`src/rtl/fifo_uart_pkg.sv`:
```
// Shared types and line-level constants for the FIFO-fed UART transmitter.
package fifo_uart_pkg;

    typedef enum logic [2:0] {
        IDLE   = 3'd0,
        START  = 3'd1,
        DATA   = 3'd2,
        PARITY = 3'd3,
        STOP   = 3'd4
    } tx_state_t;

    localparam logic START_BIT  = 1'b0;
    localparam logic STOP_BIT   = 1'b1;
    localparam logic IDLE_LEVEL = 1'b1;

endpackage

```
`src/rtl/baud_tick.sv`:
```
// Bit-period timer: counts 0..CLKS_PER_BIT-1 and flags the last cycle of each bit.
module baud_tick #(
    parameter int CLKS_PER_BIT = 16
) (
    input  logic clk,
    input  logic rst,
    input  logic clear,
    output logic tick
);

    localparam int CNT_W = $clog2(CLKS_PER_BIT);
    localparam logic [CNT_W-1:0] LAST = CNT_W'(CLKS_PER_BIT - 1);

    logic [CNT_W-1:0] count;

    assign tick = (count == LAST);

    // Counter reloads on clear or on its own terminal count, so it never wraps by overflow.
    always_ff @(posedge clk) begin
        if (rst || clear || tick) begin
            count <= '0;
        end else begin
            count <= count + 1'b1;
        end
    end

endmodule

```
`src/rtl/fifo_uart_tx.sv`:
```
// UART transmitter that drains a first-word-fall-through FIFO read port, one frame per byte.
module fifo_uart_tx #(
    parameter int DATA_WIDTH   = 8,
    parameter int CLKS_PER_BIT = 16
) (
    input  logic                  clk,
    input  logic                  rst,
    input  logic                  fifo_empty,
    input  logic [DATA_WIDTH-1:0] fifo_rd_data,
    output logic                  fifo_rd_inc,
    input  logic                  par_en,
    input  logic                  par_odd,
    output logic                  tx_out,
    output logic                  busy
);
    import fifo_uart_pkg::*;

    localparam int BIT_W = $clog2(DATA_WIDTH + 1);
    localparam logic [BIT_W-1:0] LAST_BIT = BIT_W'(DATA_WIDTH - 1);

    tx_state_t             state, state_next;
    logic [DATA_WIDTH-1:0] shift_reg, shift_next;
    logic [BIT_W-1:0]      bit_cnt, bit_cnt_next;
    logic                  par_en_q, par_en_next;
    logic                  par_odd_q, par_odd_next;
    logic                  parity_q, parity_next;
    logic                  pop;
    logic                  tx_next;
    logic                  tick;
    logic                  baud_clear;

    // The timer is held at zero while idle and restarted whenever the state changes.
    assign baud_clear = (state == IDLE) || (state_next != state);

    baud_tick #(
        .CLKS_PER_BIT(CLKS_PER_BIT)
    ) u_baud_tick (
        .clk  (clk),
        .rst  (rst),
        .clear(baud_clear),
        .tick (tick)
    );

    // Next-state logic; the line level is derived from the state being entered so tx_out can be registered.
    always_comb begin
        state_next   = state;
        shift_next   = shift_reg;
        bit_cnt_next = bit_cnt;
        par_en_next  = par_en_q;
        par_odd_next = par_odd_q;
        parity_next  = parity_q;
        pop          = 1'b0;
        tx_next      = IDLE_LEVEL;

        case (state)
            IDLE: begin
                if (!fifo_empty) begin
                    pop        = 1'b1;
                    state_next = START;
                end
            end
            START: begin
                if (tick) begin
                    state_next   = DATA;
                    bit_cnt_next = '0;
                end
            end
            DATA: begin
                if (tick) begin
                    if (bit_cnt == LAST_BIT) begin
                        state_next = par_en_q ? PARITY : STOP;
                    end else begin
                        bit_cnt_next = bit_cnt + 1'b1;
                        shift_next   = shift_reg >> 1;
                    end
                end
            end
            PARITY: begin
                if (tick) begin
                    state_next = STOP;
                end
            end
            STOP: begin
                if (tick) begin
                    if (!fifo_empty) begin
                        pop        = 1'b1;
                        state_next = START;
                    end else begin
                        state_next = IDLE;
                    end
                end
            end
            default: begin
                state_next = IDLE;
            end
        endcase

        if (pop) begin
            shift_next   = fifo_rd_data;
            bit_cnt_next = '0;
            par_en_next  = par_en;
            par_odd_next = par_odd;
            parity_next  = ^fifo_rd_data;
        end

        case (state_next)
            IDLE:    tx_next = IDLE_LEVEL;
            START:   tx_next = START_BIT;
            DATA:    tx_next = shift_next[0];
            PARITY:  tx_next = parity_q ^ par_odd_q;
            STOP:    tx_next = STOP_BIT;
            default: tx_next = IDLE_LEVEL;
        endcase
    end

    // State, datapath and registered outputs; reset drops any frame in flight without re-reading it.
    always_ff @(posedge clk) begin
        if (rst) begin
            state       <= IDLE;
            shift_reg   <= '0;
            bit_cnt     <= '0;
            par_en_q    <= 1'b0;
            par_odd_q   <= 1'b0;
            parity_q    <= 1'b0;
            tx_out      <= IDLE_LEVEL;
            busy        <= 1'b0;
            fifo_rd_inc <= 1'b0;
        end else begin
            state       <= state_next;
            shift_reg   <= shift_next;
            bit_cnt     <= bit_cnt_next;
            par_en_q    <= par_en_next;
            par_odd_q   <= par_odd_next;
            parity_q    <= parity_next;
            tx_out      <= tx_next;
            busy        <= (state_next != IDLE);
            fifo_rd_inc <= pop;
        end
    end

endmodule

```
`config.mk`:
```
export PLATFORM = sky130hd
export DESIGN_NAME = fifo_uart_tx
export DESIGN_NICKNAME = d
export VERILOG_FILES = /design/src/rtl/fifo_uart_pkg.sv /design/src/rtl/baud_tick.sv /design/src/rtl/fifo_uart_tx.sv
export SDC_FILE = /design/constraint.sdc
export NUM_CORES = 1
export LEC_CHECK = 0
export ABC_CLOCK_PERIOD_IN_PS = 1400
export CAP_MARGIN = 20
export CORE_AREA = 2 2 59 61
export DETAILED_ROUTE_END_ITERATION = 16
export DIE_AREA = 0 0 61 63
export GPL_TIMING_DRIVEN = 0
export PLACE_DENSITY = 0.65
export SLEW_MARGIN = 15
export SYNTH_ARGS = -nofsm -noshare
export SYNTH_HDL_FRONTEND = slang
export SYNTH_SLANG_ARGS = --single-unit
```
`constraint.sdc`:
```
create_clock -name clk -period 1.4 [get_ports clk]
set_input_delay 0.21 -clock clk [delete_from_list [all_inputs] [get_ports clk]]
set_output_delay 0.21 -clock clk [all_outputs]
set_load 0.02 [all_outputs]
```
==> impl_metrics.yaml <==
outcome:
  status: "finished with violations"
  violations: "setup timing"
logic_synthesis:
  syn_inst: 135
  syn_area_um2: 1210
  yosysTopAreaCellShare: 0.412
  syn_nets: 150
  seq_area_frac_synth: 0.412
  synth_top_area_cell: "dfxtp_1"
  ys.flop_type: "dfxtp_1"
  avgSynthCellArea_um2: 8.99
  synth-async-reset-ratio: 0
  ys_ff_latch: 25
  yosysMostFrequentCell: "dfxtp_1"
  yosys_warnings: 0
  synth_cell_type_count: 38
  synth.area.top_cells: "dfxtp_1 (41%), xnor2_1 (6.5%), a21oi_1 (4.9%), a22oi_1 (4.9%), nor2_1 (4.9%)"
  synth_common_cells: "dfxtp_1 (25), nor2_1 (16), a21oi_1 (12)"
  synth_enable_flop_cells: 0
layout:
  regArea_um2: 509
  drive_above_1_share: 0.329
  largest_register_ffs: 8
  finalNonFillerCells: 213
  fillers: 288
  multiInputGateArea_um2: 781
  fin_nets: 183
  area_growth_pct: 41.4
  diodes: 0
grt:
  antenna_found_initial: 0
  track_usage: 0.157
  grt_max_degree: 16
  grt_pass1_vias: 1038
  grt_pass1_wl_um: 4590
  overflow: 0
sta:
  tightestPinTransition_ns: 0.548
  period_share: 1.10
  fmax_mhz: 648
  final.min_clock_period_ns: 1.54
  setup_viol: 14
  rsz0062_at_grt: "true"
  max_slew_margin: 0.635
  fin_hold_ws_ns: 0.464
  fin_tns_setup_ns: -1.16
  drv_slew: 0
  finalHoldViolCount: 0
  clock_skew_ns: 0.00312
  layout_setup_ws_ns: -0.143
worst_setup_path:
  critPathArrivalTime_ns: 1.75
  r2r_slack_ns: -0.14
  path_delay_family: "flip-flops"
  cp-startpoint: "u_baud_tick.count[1]$_SDFF_PP0_"
  r2r_end: "shift_reg[4]$_SDFFE_PP0P_"
  required_ns: 1.61
  path_buf_inv: 2
  endpoint_kind: "flop"
  path_class: "flop to flop"
  crit_top_cell: "and3_4"
  cp-start-kind: "flop"
  rr_startpoint: "u_baud_tick.count[1]$_SDFF_PP0_"
  critPathMaxStageDelay_ns: 0.37
  reg2reg_depth: 7
  cp_slowest_cell: "dfxtp_2"
  cp_max_fo: 5
  crit_chain: "ha_4, and3_4, and3_4, buf_4, buf_16, a22oi_2, a21oi_1"
detailed_routing:
  wl_per_cell_um: 13.3
  route.detailed.drc: 0
  vias: 1086
  first_pass_iters: 5
  wl_um: 2830
  drtAntennaViolNets: 0
  drt_iter0_drc: 27
  via_per_inst: 5.10
cts:
  clock_latency_ns: 0.33
  tritoncts_num_sinks: 25
  cts_root_buffer: "clkbuf_4"
  cts-buffers-inserted: 3
  cts_hold_buf: 0
  clk_pin_slew_ns: 0.14
  cts_tree: "yes"
  ctsHtreeMaxLevel: 1
  clockBufferDepth: 2
die:
  initial_core_util: 0.376
  io_pins: 16
  core_area_um2: 3230
  dieArea_um2: 3840
  fp.dieW_um: 61
  fp.dieH_um: 63
  placementRows: 21
placement:
  port_buffers: 15
  place_hpwl_um: 1810
  place_congestion: 0.793
  dp.cells: 196
power:
  p_leak_uw: 0.000609
  p_total_uw: 1380
  vdd_ir_drop_max_v: 0.000564
  p_per_area_nw_per_um2: 805
hold_path:
  whs_endpoint: "shift_reg[1]$_SDFFE_PP0P_"
  min_path_type: "flop to flop"
  min_from: "shift_reg[1]$_SDFFE_PP0P_"
  whs_path_depth: 2
job:
  drv_cap: 0
-- where the power goes --
part | internal (µW) | leakage, µW | switching [µW]
Combinational | 143 | 0.000388 | 127
Sequential | 747 | 0.000208 | 28.1
Clock | 109 | 0.0000139 | 226
-- repair_timing --
action,in CTS,in global routing
cloned,1,0
gates resized for setup,23,15
setup buffers,10,3
pin swaps,18,9
setup endpoints to repair,22,21
-- how the worst max path moves through the flow --
stage	end	slack, ns	depth (start not counted)
detailed placement	shift_reg[6]$_SDFFE_PP0P_	-0.50	6
floorplan	tx_out$_SDFF_PP1_	0.004	6
CTS	bit_cnt[3]$_SDFFE_PP0P_	-0.11	7
global placement	shift_reg[1]$_SDFFE_PP0P_	-0.50	6
global route	bit_cnt[3]$_SDFFE_PP0P_	-0.21	7
finish	shift_reg[4]$_SDFFE_PP0P_	-0.14	7
-- kinds of logic (layout without fill, tap and decap cells) --
logic type / after synthesis / after routing / share of synthesized area
compound gates: 29 / 29 / 0.165
xor+xnor: 13 / 13 / 0.0938
fa+ha+maj: 2 / 2 / 0.0206
buf+inv: 11 / 43 / 0.0433
flops: 25 / 25 / 0.412
mux: 3 / 3 / 0.0247
simple gates: 52 / 52 / 0.240
-- cell usage in the layout (no fill, tap or decap), types with 2 or more instances in the layout --
master and count:
buf_6 3, a21oi_2 3, ha_4 2, xnor2_1 9, nor2b_1 3, nor2_1 16
buf_4 12, and3_4 2, dfxtp_1 18, dfxtp_2 7, dlygate4sd2_1 3, nor3_2 2
nor3_1 2, xor2_1 4, a21oi_1 9, nand3_1 3, clkdlybuf4s50_1 12, a22oi_2 7
nand2_1 9, mux2i_1 3, nand4_1 3, inv_1 5, clkbuf_1 2, clkbuf_4 3
-- worst register-to-register path, cell delays in order, from the launching register on --
cell and delay, ns:
dfxtp_2 0.37, ha_4 0.18, and3_4 0.19, and3_4 0.17
buf_4 0.15, buf_16 0.13, a22oi_2 0.17, a21oi_1 0.08
-- layer usage --
layer	GRT usage	share of wire	vias to the layer above
met2	0.231	0.51	30
li1	-	-	537
met3	0.0186	0.032	9
met1	0.222	0.43	510
met5	0	0	-
met4	0.0788	0.028	0
-- through the flow --
stage                     cell area [µm²]   util  setup WS [ns]
final                                1720  0.531         -0.143
after global routing                 1720  0.531         -0.212
after CTS                            1640  0.508         -0.108
after detailed placement             1450  0.448         -0.495
after global placement               1450  0.448         -0.498
after floorplan                      1240      -        0.00370
-- layout make-up --
cell class,count,area share
buffer,5,0.0219
clock buffer,3,0.0131
clock inverter,1,0.00437
inverter,5,0.0109
multi-input combinational,99,0.455
sequential,25,0.297
tap,46,0.0335
timing repair buffer,29,0.165
Power figures use the tool's default switching activity.
